## src/rtl/ps2_event_rx.sv

```systemverilog
// PS/2 keyboard receiver: synchronise and filter the raw lines, deframe
// 11-bit frames on filtered clock falls, decode E0/F0 prefixes into
// make/break events, and buffer the events in a FWFT FIFO.
module ps2_event_rx #(
  parameter int unsigned FILTER_LEN     = 19,
  parameter int unsigned TIMEOUT_CYCLES = 100000,
  parameter int unsigned FIFO_DEPTH     = 8
) (
  input  logic                          clk,
  input  logic                          rst,
  input  logic                          ps2_clk,
  input  logic                          ps2_data,
  output logic [9:0]                    ev_data,
  output logic                          ev_valid,
  input  logic                          ev_ready,
  output logic [$clog2(FIFO_DEPTH):0]   fifo_level,
  output logic                          parity_err,
  output logic                          frame_err,
  output logic                          overflow
);

  localparam int unsigned FCW = $clog2(FILTER_LEN + 1);
  localparam int unsigned TCW = $clog2(TIMEOUT_CYCLES + 1);
  localparam int unsigned AW  = $clog2(FIFO_DEPTH);

  typedef enum logic [1:0] {IDLE, DATA, PARITY, STOP} state_t;

  // index 0 = ps2_clk, index 1 = ps2_data
  logic [1:0]     sync1, sync2, filt;
  logic [FCW-1:0] fcnt [2];
  logic           clk_prev;
  logic           fall;
  logic           data_bit;

  // Two-stage synchroniser and persistence filter for both lines
  always_ff @(posedge clk) begin
    if (rst) begin
      sync1    <= '1;
      sync2    <= '1;
      filt     <= '1;
      clk_prev <= 1'b1;
      for (int unsigned i = 0; i < 2; i++) fcnt[i] <= '0;
    end else begin
      sync1    <= {ps2_data, ps2_clk};
      sync2    <= sync1;
      clk_prev <= filt[0];
      for (int unsigned i = 0; i < 2; i++) begin
        if (sync2[i] == filt[i]) begin
          fcnt[i] <= '0;
        end else if (fcnt[i] == FCW'(FILTER_LEN - 1)) begin
          filt[i] <= sync2[i];
          fcnt[i] <= '0;
        end else begin
          fcnt[i] <= fcnt[i] + 1'b1;
        end
      end
    end
  end

  assign fall     = clk_prev & ~filt[0];
  assign data_bit = filt[1];

  state_t         state, state_n;
  logic [2:0]     bit_idx, bit_idx_n;
  logic [7:0]     shreg, shreg_n;
  logic           par_bit, par_bit_n;
  logic [TCW-1:0] tcnt, tcnt_n;
  logic           byte_valid, byte_valid_n;
  logic           parity_err_n, frame_err_n;
  logic           timeout;

  assign timeout = (state != IDLE) && (tcnt == TCW'(TIMEOUT_CYCLES - 1));

  // Frame FSM state and registered result pulses
  always_ff @(posedge clk) begin
    if (rst) begin
      state      <= IDLE;
      bit_idx    <= '0;
      shreg      <= '0;
      par_bit    <= 1'b0;
      tcnt       <= '0;
      byte_valid <= 1'b0;
      parity_err <= 1'b0;
      frame_err  <= 1'b0;
    end else begin
      state      <= state_n;
      bit_idx    <= bit_idx_n;
      shreg      <= shreg_n;
      par_bit    <= par_bit_n;
      tcnt       <= tcnt_n;
      byte_valid <= byte_valid_n;
      parity_err <= parity_err_n;
      frame_err  <= frame_err_n;
    end
  end

  // Frame FSM next state: timeout outranks a fall in the same cycle
  always_comb begin
    state_n      = state;
    bit_idx_n    = bit_idx;
    shreg_n      = shreg;
    par_bit_n    = par_bit;
    tcnt_n       = tcnt;
    byte_valid_n = 1'b0;
    parity_err_n = 1'b0;
    frame_err_n  = 1'b0;
    if (state == IDLE) begin
      tcnt_n = '0;
      if (fall && !data_bit) begin
        state_n   = DATA;
        bit_idx_n = '0;
      end
    end else if (timeout) begin
      frame_err_n = 1'b1;
      state_n     = IDLE;
      tcnt_n      = '0;
    end else if (fall) begin
      tcnt_n = '0;
      case (state)
        DATA: begin
          shreg_n   = {data_bit, shreg[7:1]};
          bit_idx_n = bit_idx + 1'b1;
          if (bit_idx == 3'd7) state_n = PARITY;
        end
        PARITY: begin
          par_bit_n = data_bit;
          state_n   = STOP;
        end
        STOP: begin
          if (!data_bit)                   frame_err_n  = 1'b1;
          else if (!(^{shreg, par_bit}))   parity_err_n = 1'b1;
          else                             byte_valid_n = 1'b1;
          state_n = IDLE;
        end
        default: state_n = IDLE;
      endcase
    end else begin
      tcnt_n = tcnt + 1'b1;
    end
  end

  logic       ext, brk;
  logic       push_req;
  logic [9:0] push_data;

  // Prefix decoder: E0/F0 set flags, any other byte emits an event
  always_ff @(posedge clk) begin
    if (rst) begin
      ext       <= 1'b0;
      brk       <= 1'b0;
      push_req  <= 1'b0;
      push_data <= '0;
    end else begin
      push_req <= 1'b0;
      if (parity_err || frame_err) begin
        ext <= 1'b0;
        brk <= 1'b0;
      end else if (byte_valid) begin
        if (shreg == 8'hE0) begin
          ext <= 1'b1;
        end else if (shreg == 8'hF0) begin
          brk <= 1'b1;
        end else begin
          push_req  <= 1'b1;
          push_data <= {brk, ext, shreg};
          ext       <= 1'b0;
          brk       <= 1'b0;
        end
      end
    end
  end

  logic [9:0]  mem [FIFO_DEPTH];
  logic [AW:0] wr_ptr, rd_ptr;
  logic        full, pop, do_push;

  assign fifo_level = wr_ptr - rd_ptr;
  assign ev_valid   = (fifo_level != '0);
  assign full       = (fifo_level == (AW+1)'(FIFO_DEPTH));
  assign pop        = ev_valid && ev_ready;
  assign do_push    = push_req && (!full || pop);
  assign ev_data    = mem[rd_ptr[AW-1:0]];

  // Event FIFO; when full, a push in the same cycle as a pop reuses the freed slot
  always_ff @(posedge clk) begin
    if (rst) begin
      wr_ptr   <= '0;
      rd_ptr   <= '0;
      overflow <= 1'b0;
      for (int unsigned i = 0; i < FIFO_DEPTH; i++) mem[i] <= '0;
    end else begin
      overflow <= push_req && full && !pop;
      if (do_push) begin
        mem[wr_ptr[AW-1:0]] <= push_data;
        wr_ptr              <= wr_ptr + 1'b1;
      end
      if (pop) rd_ptr <= rd_ptr + 1'b1;
    end
  end

endmodule

```

## config.mk

```make
export PLATFORM = sky130hd
export DESIGN_NAME = ps2_event_rx
export DESIGN_NICKNAME = d
export VERILOG_FILES = /design/src/rtl/ps2_event_rx.sv
export SDC_FILE = /design/constraint.sdc
export NUM_CORES = 1
export LEC_CHECK = 0
export CORE_MARGIN = 2
export CORE_UTILIZATION = 53
export CTS_CLUSTER_DIAMETER = 120
export CTS_CLUSTER_SIZE = 20
export DETAILED_ROUTE_END_ITERATION = 8
export DONT_BUFFER_PORTS = 1
export GPL_TIMING_DRIVEN = 0
export PLACE_DENSITY = 0.75
export SKIP_LAST_GASP = 1
export SYNTH_ARGS = -nofsm -noshare
export SYNTH_HDL_FRONTEND = slang
export SYNTH_SLANG_ARGS = --single-unit
```

## constraint.sdc

```tcl
create_clock -name clk -period 3.9 [get_ports clk]
set_clock_uncertainty 0.15 [all_clocks]
set_input_delay 0.78 -clock clk [delete_from_list [all_inputs] [get_ports clk]]
set_output_delay 0.78 -clock clk [all_outputs]
set_load 0.01 [all_outputs]
```

# Word level (Yosys, flattened, before mapping)
# Memory sizes are Yosys's and may differ from the RTL's. A register that Yosys moved wholly into a read port is not among the register bits.
# Index checks and enable logic that the tools add are counted.
# totals
in_bits	5
ff_bits	63
n_memories	2
output_inout_bits	18
ramBits	90
# mem_list
memory	words	width	rd	rd_clocked_by_memory_dff	write_ports	line	source
mem	8	10	1	1	8	173	logic [9:0] mem [FIFO_DEPTH];
fcnt	2	5	2	0	2	30	logic [FCW-1:0] fcnt [2];
# classes
n_eq_ne	16
addsub	7
bitwise	19
reduce_logical	33
n_mux	59
# ops
cell	count
1-bit 2-to-1 mux	38
5-bit 2-to-1 mux	6
3-bit 2-to-1 mux	8
17-bit by 1-bit adder with 17-bit output (second input constant)	1
17-bit equality test (second input constant)	1
8-bit equality test (second input constant)	2
4-bit AND reduction	4
1-bit NOT	12
5-bit by 1-bit adder with 5-bit output (second input constant)	2
5-bit equality test (second input constant)	2
10-bit 2-to-1 mux	1
2-bit 2-to-1 mux	5
10-bit OR reduction	1
9-bit XOR reduction	1
4-bit by 1-bit adder with 4-bit output (second input constant)	2
2-bit AND reduction	4
4-bit OR reduction	2
1-bit logical AND	6
1-bit OR	6
2-bit nonzero test	3
6-bit OR reduction	1
2-bit equality test (second input constant)	2
4-bit equality test (second input constant)	1
2-bit by 1-bit inequality test with 1-bit output (second input constant)	2
16 further kinds	21

# Longest topological paths before layout
# logic_depth
word_depth	10
ltp_mapped	11
mapped_depth_nobuf	9

# Worst setup path after synthesis
# OpenSTA, ideal clock, no wires.
# synth_timing
path_kind	register to register
startpoint	register wr_ptr[0]
endpoint	memory mem[5][0], data pin
arrival_ns	2.517
setup_time_ns	0.255
synth_period_minus_slack_ns	2.922
n_path_buf	2
slack_ns	0.978
stages_incl_launch_ff	11
cell_sequence	dfxtp_1 > inv_1 > ha_1 > inv_1 > fa_1 > or3_1 > a211o_1 > buf_6 > and3_1 > buf_2 > and2_1
# synth_rtl
element	line	source
from (decl)	174	logic [AW:0] wr_ptr, rd_ptr;
from (signal assigned)	195	wr_ptr <= wr_ptr + 1'b1;
to (decl)	173	

==> metrics.csv <==
stage;metric;value;unit
yosys;synth_seq_cells;156;
floorplanning;die_y;119.2;um
critical_path;startpoint;wr_ptr[0]$_SDFFE_PP0P_;
global_route;antenna_found_initial;0;
floorplanning;io_pins;23;
clock_tree;cts-buffers-inserted;17;
global_route;grt_pass1_wl;23.20;mm
route;drt_first_iter_violations;301;
yosys;yosys.area.top_type_share;0.3839;
sta;tns;0;ps
clock_tree;clockRootBuffer;clkbuf_16;
worst_hold_path;min_path_type;reg -> reg;
run;max-cap-violations;0;
floorplanning;initial_core_util;0.5380;
clock_tree;post_cts_resized;0;
critical_path;timing_worst_setup_path_type;reg -> reg;
global_route;groute.layer.met1.usage;0.2675;
sta;max_slew.worst_pin.slew;800.3;ps
global_route;grt_most_used_layer;met2;
global_route;largest_net_degree_at_the_start_of_global_routing;17;
critical_path;type_of_element_launching_the_critical_path;register;
critical_path;cp_data_required_time;3920;ps
yosys;syn_area_per_cell;11.99;um^2
power;power-per-cell-area;505.7;nW/um^2
final_layout;filler_cell_count;1032;
clock_tree;tritoncts_clock_tree;yes;
yosys;post_synth_main_area_contributors;edfxtp_1 38%, dfxtp_1 19%, mux4_2 6.4%, nor2_1 5.0%, and2_1 4.7%;
clock_tree;cts.htree.levels;4;
critical_path;worstPathMaxFanout;10;
floorplanning;coreArea;13090;um^2
power;max-vdd-ir-drop;0.2642;mV
yosys;netlist.top_cell.by_area;edfxtp_1;
global_route;globalRoute.totalOverflow;0;
final_layout;num-nets-final;638;
global_route;track_usage;0.2145;
yosys;synth.yosys.seq_area_share;0.5716;
power;cellLeakagePower;0.002940;uW
route;dr.pass1.iters;5;
sta;drv_slew;0;
sta;final.min_clock_period;3431;ps
critical_path;worst_setup_path_end_kind;register;
route;vias_per_cell;5.590;
route;residual_drc;0;
route;average_wire_per_cell_in_the_routed_design;17.94;um
sta;timing_hold_violations_final;0;
floorplanning;fp.dieArea;14220;um^2
yosys;commonest_cells_in_the_synthesized_netlist;94 x nor2_1, 90 x edfxtp_1, 66 x dfxtp_1;
floorplanning;floorplan.rows;42;
floorplanning;floorplan.die.width;119.2;um
route;drt.antenna.violating_nets;0;
critical_path;worstPathArrival;3450;ps
final_layout;layout.core_utilization;0.6027;
worst_hold_path;worstHoldStart;sync1[1]$_SDFF_PP1_;
yosys;yosysWarningCount;0;
global_route;gr_layer_usage_met3;0.05987;
clock_tree;clock_path_buffers;2;
critical_path;r2r-start;wr_ptr[0]$_SDFFE_PP0P_;
sta;unrepaired_setup_endpoints_after_global_routing;no;
yosys;synth-edff-count;90;
route;routed-via-count;4494;
clock_tree;clk_transition_reported_paths;60;ps
sta;final_setup_viols;0;
sta;maxSlewHeadroom;0.4665;
run_status;run_status;completed;
global_route;grt_pass1_vias;4569;
clock_tree;hold_buffers;0;
yosys;postSynthCellCount;587;
yosys;synth.cell_area;7039;um^2
sta;max_freq;291.5;MHz
placement;gp_congestion;0.8244;
route;postRouteWirelength;14.42;mm
yosys;synthFlopType;edfxtp_1;
yosys;synth_cell_type_count;52;
yosys;yosys.cell_count.top_type;nor2_1;
placement;portBuffers;0;
global_route;grt_util_met2;0.3542;
final_layout;antenna_cells;0;
clock_tree;worst_skew_pair.late_latency;420;ps
clock_tree;clock-sinks;156;
placement;place_hpwl;9.596;mm
final_layout;post_route_cells_drive_above_1_share;0.1322;
sta;fin_crit_sh;0.8797;
clock_tree;post-cts-setup-buffers;0;
final_layout;layout-area-overhead-vs-synth;12.03;%
yosys;asyncSetResetFlopFracSynth;0;
[cell families (layout without fill, tap and decap cells)]
group | after synthesis | in the layout | share of synthesized area
compound gates | 36 | 36 | 0.03644
xor+xnor | 34 | 34 | 0.04230
fa+ha+maj | 18 | 18 | 0.03306
buf+inv | 40 | 72 | 0.02346
flops | 156 | 156 | 0.5716
mux | 50 | 50 | 0.1095
other cells | 1 | 10 | 0.0005327
simple gates | 252 | 252 | 0.1831
[registers in the layout, indices dropped and copies added, names as in the netlist, 2 cells and up, named ones only]
| signal | cells |
|---|---|
| fcnt | 10 |
| sync1 | 2 |
| wr_ptr | 4 |
| mem | 80 |
| shreg | 8 |
| tcnt | 17 |
| bit_idx | 3 |
| state | 2 |
| sync2 | 2 |
| rd_ptr | 4 |
| filt | 2 |
| push_data | 10 |
[worst max-delay path, cell delays in order (launching register included)]
cell      delay [ps]
dfxtp_1          480
inv_1            140
ha_1             240
inv_1            100
fa_1             500
or3_1            500
a211oi_4         400
nor3b_1          130
clkbuf_1         290
and2_1           260
[stage by stage]
stage / worst slack, ps / area (um^2) / std cells / total power [uW] / hold WS, ps
after global placement: 670.6 / 7293 / 772 / 2350 / 243.5
after CTS: 493.6 / 7886 / 804 / 4009 / 259.7
final: 469.3 / 7886 / 804 / 3988 / 259.7
after floorplan: 977.9 / 7073 / 596 / 2257 / 239.5
after global routing: 346.2 / 7886 / 804 / 4121 / 277.3
after detailed placement: 531.9 / 7293 / 772 / 2373 / 245.4
[final cells by class]
cell class	count	area (um^2)	share of cell area
Sequential cell	156	4024	0.5102
Multi-Input combinational cell	400	2884	0.3657
Clock buffer	26	511.7	0.06489
Tap cell	176	220.2	0.02792
Buffer	24	105.1	0.01333
Clock inverter	6	81.33	0.01031
Inverter	16	60.06	0.007615
[where the power goes]
part / switching (uW) / total, uW / internal (uW)
Combinational: 297 / 522 / 225
Clock: 622 / 1650 / 1030
Sequential: 25.4 / 1810 / 1790
Total: 944 / 3990 / 3040
[worst paths after layout]
check                            end  slack (ps)  cells past startpoint
max reg2reg  mem[4][5]$_SDFFCE_PN0P_         470                      9
min              sync2[1]$_SDFF_PP1_         260                      1
max          mem[4][5]$_SDFFCE_PN0P_         470                      9
min reg2reg      sync2[1]$_SDFF_PP1_         260                      1
[layout by cell type, fill, tap and decap left out, drive strengths merged, types with 2 or more instances in the layout]
cell and count:
nor4 2, conb 10, a211o 3, a21oi 13, nand2 25, xnor2 17, o211ai 2, nor2b 7
and2 53, dfxtp 66, edfxtp 90, nand3 20, or4 2, bufinv 2, xor2 17, and4 4
mux2i 17, nor3 7, o21ai 5, clkbuf 43, buf 7, or3 6, mux4 20, nor4bb 3
mux2 13, nor2 94, inv 16, a2111oi 2, a22o 2, nand4 5, or2 11, a31o 4
and3 4, nor3b 3, ha 17, clkinv 3, nand2b 3
[per-layer routing]
| metal | share of wire | wire length [um] |
|---|---|---|
| met5 | 0 | 0 |
| met4 | 0.022 | 323 |
| met3 | 0.063 | 908 |
| met2 | 0.50 | 7238 |
| met1 | 0.41 | 5952 |
Power figures use the tool's default switching activity.
